<file path="config.mk">
export PLATFORM = sky130hd
export DESIGN_NAME = pipe_ctrl_unit
export DESIGN_NICKNAME = d
export VERILOG_FILES = /design/src/rtl/pipe_ctrl_pkg.sv /design/src/rtl/ctrl_decode.sv /design/src/rtl/pipe_ctrl_unit.sv
export SDC_FILE = /design/constraint.sdc
export NUM_CORES = 1
export LEC_CHECK = 0
export CAP_MARGIN = 25
export CELL_PAD_IN_SITES_DETAIL_PLACEMENT = 1
export CELL_PAD_IN_SITES_GLOBAL_PLACEMENT = 1
export CORE_MARGIN = 4
export CORE_UTILIZATION = 32
export DETAILED_ROUTE_END_ITERATION = 8
export GPL_ROUTABILITY_DRIVEN = 0
export GPL_TIMING_DRIVEN = 0
export PLACE_DENSITY_LB_ADDON = 0.1
export SETUP_SLACK_MARGIN = 0.5
export SLEW_MARGIN = 20
export SYNTH_ARGS = -nofsm -noshare
export SYNTH_HDL_FRONTEND = slang
export SYNTH_HIERARCHICAL = 1
export SYNTH_SLANG_ARGS = --single-unit
</file>
<file path="constraint.sdc">
create_clock -name clk -period 2.1 [get_ports clk]
set_clock_uncertainty 0.1 [all_clocks]
set_input_delay 0.42 -clock clk [delete_from_list [all_inputs] [get_ports clk]]
set_output_delay 0.42 -clock clk [all_outputs]
set_load 0.02 [all_outputs]
</file>
<file path="src/rtl/pipe_ctrl_pkg.sv">
// Shared types and constants for the pipeline main-control unit.
package pipe_ctrl_pkg;

    // Width of the ALUOp field in the control bundle; MSBs above bit 1 tie to 0.
    localparam int unsigned ALUOP_W = 2;

    localparam logic [6:0] OP_R    = 7'b0110011;
    localparam logic [6:0] OP_I    = 7'b0010011;
    localparam logic [6:0] OP_LUI  = 7'b0110111;
    localparam logic [6:0] OP_LW   = 7'b0000011;
    localparam logic [6:0] OP_SW   = 7'b0100011;
    localparam logic [6:0] OP_BR   = 7'b1100011;
    localparam logic [6:0] OP_JAL  = 7'b1101111;
    localparam logic [6:0] OP_JALR = 7'b1100111;
    localparam logic [6:0] OP_HALT = 7'b0000000;

    typedef enum logic [1:0] {
        ALU_MEM = 2'b00,
        ALU_BR  = 2'b01,
        ALU_RI  = 2'b10,
        ALU_LUI = 2'b11
    } aluop_e;

    typedef struct packed {
        logic               alusrc;
        logic               memtoreg;
        logic               regwrite;
        logic               memread;
        logic               memwrite;
        logic [ALUOP_W-1:0] aluop;
        logic               branch;
        logic               jaltoreg;
        logic               jalr;
    } ctrl_bundle_t;

    localparam ctrl_bundle_t CTRL_BUBBLE = '0;

    typedef enum logic [1:0] {
        RUN,
        DRAIN,
        HALTED
    } halt_state_e;

    // Zero-extend an ALUOp code into the bundle field width.
    function automatic logic [ALUOP_W-1:0] aluop_bits(aluop_e op);
        return ALUOP_W'(op);
    endfunction

endpackage

</file>
<file path="src/rtl/ctrl_decode.sv">
// Pure combinational opcode decoder producing the control bundle and operand usage.
module ctrl_decode
    import pipe_ctrl_pkg::*;
(
    input  logic [6:0]   opcode_i,
    output ctrl_bundle_t ctrl_o,
    output logic         uses_rs1_o,
    output logic         uses_rs2_o,
    output logic         is_halt_o,
    output logic         illegal_o
);

    // Opcode -> control fields; anything unrecognised is flagged illegal.
    always_comb begin
        ctrl_o     = CTRL_BUBBLE;
        uses_rs1_o = 1'b0;
        uses_rs2_o = 1'b0;
        is_halt_o  = 1'b0;
        illegal_o  = 1'b0;
        case (opcode_i)
            OP_R: begin
                ctrl_o.regwrite = 1'b1;
                ctrl_o.aluop    = aluop_bits(ALU_RI);
                uses_rs1_o      = 1'b1;
                uses_rs2_o      = 1'b1;
            end
            OP_I: begin
                ctrl_o.alusrc   = 1'b1;
                ctrl_o.regwrite = 1'b1;
                ctrl_o.aluop    = aluop_bits(ALU_RI);
                uses_rs1_o      = 1'b1;
            end
            OP_LUI: begin
                ctrl_o.alusrc   = 1'b1;
                ctrl_o.regwrite = 1'b1;
                ctrl_o.aluop    = aluop_bits(ALU_LUI);
            end
            OP_LW: begin
                ctrl_o.alusrc   = 1'b1;
                ctrl_o.memtoreg = 1'b1;
                ctrl_o.regwrite = 1'b1;
                ctrl_o.memread  = 1'b1;
                ctrl_o.aluop    = aluop_bits(ALU_MEM);
                uses_rs1_o      = 1'b1;
            end
            OP_SW: begin
                ctrl_o.alusrc   = 1'b1;
                ctrl_o.memwrite = 1'b1;
                ctrl_o.aluop    = aluop_bits(ALU_MEM);
                uses_rs1_o      = 1'b1;
                uses_rs2_o      = 1'b1;
            end
            OP_BR: begin
                ctrl_o.branch = 1'b1;
                ctrl_o.aluop  = aluop_bits(ALU_BR);
                uses_rs1_o    = 1'b1;
                uses_rs2_o    = 1'b1;
            end
            OP_JAL: begin
                ctrl_o.regwrite = 1'b1;
                ctrl_o.branch   = 1'b1;
                ctrl_o.jaltoreg = 1'b1;
                ctrl_o.aluop    = aluop_bits(ALU_MEM);
            end
            OP_JALR: begin
                ctrl_o.alusrc   = 1'b1;
                ctrl_o.regwrite = 1'b1;
                ctrl_o.branch   = 1'b1;
                ctrl_o.jaltoreg = 1'b1;
                ctrl_o.jalr     = 1'b1;
                ctrl_o.aluop    = aluop_bits(ALU_MEM);
                uses_rs1_o      = 1'b1;
            end
            OP_HALT: is_halt_o = 1'b1;
            default: illegal_o = 1'b1;
        endcase
    end

endmodule

</file>
<file path="src/rtl/pipe_ctrl_unit.sv">
// Main pipeline control: decode, load-use stall, ID/EX control register, HALT drain FSM.
module pipe_ctrl_unit
    import pipe_ctrl_pkg::*;
#(
    parameter int unsigned REG_AW       = 5,
    parameter int unsigned DRAIN_CYCLES = 3
) (
    input  logic              clk,
    input  logic              reset,
    input  logic              id_valid_i,
    input  logic [6:0]        opcode_i,
    input  logic [REG_AW-1:0] rs1_i,
    input  logic [REG_AW-1:0] rs2_i,
    input  logic [REG_AW-1:0] rd_i,
    input  logic              flush_i,
    output ctrl_bundle_t      ex_ctrl_o,
    output logic [REG_AW-1:0] ex_rd_o,
    output logic              stall_o,
    output logic              illegal_o,
    output logic              halted_o
);

    localparam int unsigned CntW = $clog2(DRAIN_CYCLES + 1);

    ctrl_bundle_t      dec_ctrl;
    logic              dec_uses_rs1, dec_uses_rs2, dec_is_halt, dec_illegal;

    ctrl_bundle_t      ex_ctrl_q, ex_ctrl_d;
    logic [REG_AW-1:0] ex_rd_q, ex_rd_d;
    logic              illegal_q, illegal_d;
    halt_state_e       state_q, state_d;
    logic [CntW-1:0]   cnt_q, cnt_d;

    logic              running, hazard, accept, halt_go;

    ctrl_decode u_decode (
        .opcode_i   (opcode_i),
        .ctrl_o     (dec_ctrl),
        .uses_rs1_o (dec_uses_rs1),
        .uses_rs2_o (dec_uses_rs2),
        .is_halt_o  (dec_is_halt),
        .illegal_o  (dec_illegal)
    );

    // Hazard detection, stall and the next ID/EX contents.
    always_comb begin
        running = (state_q == RUN);
        hazard  = id_valid_i && ex_ctrl_q.memread && (ex_rd_q != '0) &&
                  ((dec_uses_rs1 && (rs1_i == ex_rd_q)) ||
                   (dec_uses_rs2 && (rs2_i == ex_rd_q)));
        // Flush wins over a load-use stall; a draining/halted pipe stays frozen regardless.
        stall_o = !running || (hazard && !flush_i);
        accept  = running && id_valid_i && !flush_i && !hazard;
        halt_go = accept && dec_is_halt;

        ex_ctrl_d = CTRL_BUBBLE;
        ex_rd_d   = '0;
        if (accept && !dec_is_halt && !dec_illegal) begin
            ex_ctrl_d = dec_ctrl;
            ex_rd_d   = rd_i;
        end
        illegal_d = accept && dec_illegal;
    end

    // HALT drain state machine and countdown.
    always_comb begin
        state_d = state_q;
        cnt_d   = cnt_q;
        unique case (state_q)
            RUN: begin
                if (halt_go) begin
                    state_d = DRAIN;
                    cnt_d   = CntW'(DRAIN_CYCLES - 1);
                end
            end
            DRAIN: begin
                if (cnt_q == '0) begin
                    state_d = HALTED;
                end else begin
                    cnt_d = cnt_q - CntW'(1);
                end
            end
            HALTED: ;
            default: state_d = RUN;
        endcase
    end

    // ID/EX control register and FSM state.
    always_ff @(posedge clk or posedge reset) begin
        if (reset) begin
            ex_ctrl_q <= CTRL_BUBBLE;
            ex_rd_q   <= '0;
            illegal_q <= 1'b0;
            state_q   <= RUN;
            cnt_q     <= '0;
        end else begin
            ex_ctrl_q <= ex_ctrl_d;
            ex_rd_q   <= ex_rd_d;
            illegal_q <= illegal_d;
            state_q   <= state_d;
            cnt_q     <= cnt_d;
        end
    end

    assign ex_ctrl_o = ex_ctrl_q;
    assign ex_rd_o   = ex_rd_q;
    assign illegal_o = illegal_q;
    assign halted_o  = (state_q == HALTED);

endmodule

</file>
==> results.sh <==
export IMPL_clock_fmax_mhz=453
export IMPL_grt_setup_unrepaired="true"
export IMPL_violations="setup timing"
export IMPL_max_slew_margin_rel_pct=49.1
export IMPL_synth_most_common_cell="dfrtp_1"
export IMPL_dpl_cell_count=206
export IMPL_ys_types=41
export IMPL_cp_cell_sequence="or3_4 -> o311a_4 -> nand2_4 -> o21ai_4 -> buf_6"
export IMPL_critical_path_startpoint="ex_rd_o[0]"
export IMPL_vdd_ir_drop_max_mv=0.332
export IMPL_yosys_warnings=6
export IMPL_synth_commonest_cells="dfrtp_1 (20), and2_2 (12), nand2_1 (11)"
export IMPL_grt_max_degree=21
export IMPL_syn_num_nets=146
export IMPL_row_count=21
export IMPL_num_nets_final=216
export IMPL_drc=0
export IMPL_maxSlewViolCount=0
export IMPL_hp_start="cnt_q[0]"
export IMPL_route_vias_total=1132
export IMPL_crit_family="simple AND/OR/NAND/NOR gates"
export IMPL_ctsRootBufferMaster="clkbuf_8"
export IMPL_io_pins=44
export IMPL_clk_transition_reported_paths_ns=0.08
export IMPL_p_per_area_mw_per_mm2=586
export IMPL_crit_path_end_kind="output port"
export IMPL_status="finished with violations"
export IMPL_cts_tree="done"
export IMPL_synth_area_mm2=0.00117
export IMPL_insertedDiodeCount=0
export IMPL_routed_via_density=4.84
export IMPL_utilization_pct=59.1
export IMPL_track_usage_pct=17.9
export IMPL_grt_overflow=0
export IMPL_cp_slowest_stage_delay_ns=0.42
export IMPL_die_x_um=68.5
export IMPL_clock_sinks=20
export IMPL_layout_min_cycle_time_ns=2.21
export IMPL_finalSetupViolCount=16
export IMPL_critPathRequiredTime_ns=1.58
export IMPL_cts_made_buffers=3
export IMPL_syn_instance_count=119
export IMPL_drt_total_wl_mm=3.78
export IMPL_path_max_fanout=3
export IMPL_portBuffers=41
export IMPL_drive_above_1_share_pct=43.1
export IMPL_synth_area_leader_cell="dfrtp_1"
export IMPL_fin_cells=234
export IMPL_drt_iter0_drc=9
export IMPL_worstPathArrival_ns=1.69
export IMPL_hpwl_mm=2.61
export IMPL_maxCapViolations=0
export IMPL_wl_per_cell_um=16.1
export IMPL_setup_slack_ns=-0.107
export IMPL_cpMaxStageDelayCell="dfrtp_2"
export IMPL_htree_levels=1
export IMPL_p_leak_nw=0.991
export IMPL_worst_pin_slew_ns=0.762
export IMPL_path_class="flip-flop to output port"
export IMPL_start_util_pct=34.0
export IMPL_yosys_top_cells_area="dfrtp_1 (43%), and2_2 (7.7%), xnor2_1 (7.5%), nand2_1 (3.5%), nor3_1 (3.0%)"
export IMPL_crit_buf_inv=1
export IMPL_syn_to_final_growth_pct=73.8
export IMPL_syn_avg_cell_area_um2=9.84
export IMPL_finalInstanceArea_mm2=0.00204
export IMPL_grt_pass1_vias=1311
export IMPL_antenna_found_initial=0
export IMPL_start_kind="flip-flop"
export IMPL_core_mm2=0.00344
export IMPL_clk_path_buf_depth=2
export IMPL_dr_pass1_iters=2
export IMPL_synth_top_cell_area_share_pct=42.7
export IMPL_synth_edf_count=0
export IMPL_hold_viol=0
export IMPL_yosysSeqAreaShare_pct=42.7
export IMPL_final_antenna_net_count=0
export IMPL_grt_pass1_wl_mm=6.15
export IMPL_fin_tns_setup_ns=-1.16
export IMPL_die_area_mm2=0.00469
export IMPL_power_total_mw=1.19
export IMPL_worstReg2RegStart="ex_rd_o[0]"
export IMPL_fin_crit_sh_pct=105
export IMPL_die_height_um=68.5
export IMPL_synth_flop_cell="dfrtp_1"
export IMPL_hp_class="flip-flop to flip-flop"
export IMPL_ys_async_sr_fraction_pct=100
export IMPL_clock_latency_ns=0.25
export IMPL_ys_ff_latch=20
export IMPL_place_area_mm2=0.00166
==> per-stage QoR <==
| stage | hold slack (ns) | setup WS [ns] |
|---|---|---|
| floorplan | 0.284 | 0.0511 |
| global placement | 0.408 | -1.21 |
| detailed placement | 0.440 | -1.25 |
| CTS | 0.452 | -0.117 |
| global route | 0.476 | -0.163 |
| finish | 0.443 | -0.107 |
==> worst min-delay path, cell delays in order, from the launching register on <==
cell,delay [ns]
dfrtp_1,0.33
inv_1,0.06
nand2_1,0.06
o31ai_1,0.06
==> registers in the layout, summed over array words and instances (netlist names) <==
signal     count
state_q        2
ex_ctrl_o     10
cnt_q          2
ex_rd_o        5
illegal_o      1
==> cell families after synthesis <==
family / after synthesis / synth area share (%)
AOI/OAI and AO/OA: 17 / 13.4
xor gates and xnor gates: 11 / 8.23
adders and majority gates: 1 / 1.07
buffers and inverters: 11 / 4.91
DFF: 20 / 42.7
muxes: 1 / 0.855
and+or+nand+nor: 58 / 28.8
==> cell type report <==
| type | count | area (um2) |
|---|---|---|
| fillers | 381 | 1410 |
| multi-input cells | 88 | 776 |
| repair buffers | 65 | 561 |
| flip-flops and latches | 20 | 505 |
| well taps | 46 | 57.6 |
| plain buffers | 5 | 42.5 |
| clock buffers | 3 | 41.3 |
| clock inverters | 1 | 30.0 |
| inverters | 6 | 22.5 |
==> path summary, 6_finish.rpt <==
| kind | end | slack [ns] | depth (start not counted) |
|---|---|---|---|
| setup / recovery | stall_o | -0.11 | 5 |
| setup reg to reg | ex_rd_o[0] | -0.09 | 6 |
| hold reg to reg | cnt_q[0] | 0.44 | 3 |
| hold / removal | cnt_q[0] | 0.44 | 3 |
| max in group asynchronous | ex_rd_o[1] | 0.86 | 2 |
| min in group asynchronous | ex_ctrl_o[3] | 0.51 | 2 |
==> placed cells by master (no fill, tap or decap), types with 2 or more instances in the layout <==
cell type,count
xnor2_1,9
a211oi_2,2
dfrtp_2,4
and2_4,13
and3_1,2
o21ai_0,2
nor3_1,5
clkbuf_8,3
nand2_4,2
a21oi_2,2
buf_4,25
buf_2,2
dlygate4sd2_1,23
buf_6,6
dfrtp_1,16
nand2_1,9
clkdlybuf4s50_1,10
and2_1,2
nand4_1,2
nor2_1,5
inv_1,5
==> power by group <==
part	internal, mW	total, mW	switching, mW
clock network	0.254	0.380	0.125
logic	0.199	0.376	0.176
registers	0.415	0.437	0.0221
==> layer usage <==
layer	part of all wire, %	global-route usage (%)
met1	36	18.7
met2	59	35.9
met3	3.5	1.13
met4	1.7	7.94
met5	0	0
==> timing repair <==
item / in CTS / in global routing
pin swaps: 19 / 11
resized for setup: 91 / 11
setup buffers: 19 / 4
endpoints found under the hold margin: 0 / 0
gates cloned: 1 / 0
setup endpoints to repair: 37 / 23
hold buffers: 0 / 0
No activity file was read; power rests on OpenSTA's default activity.
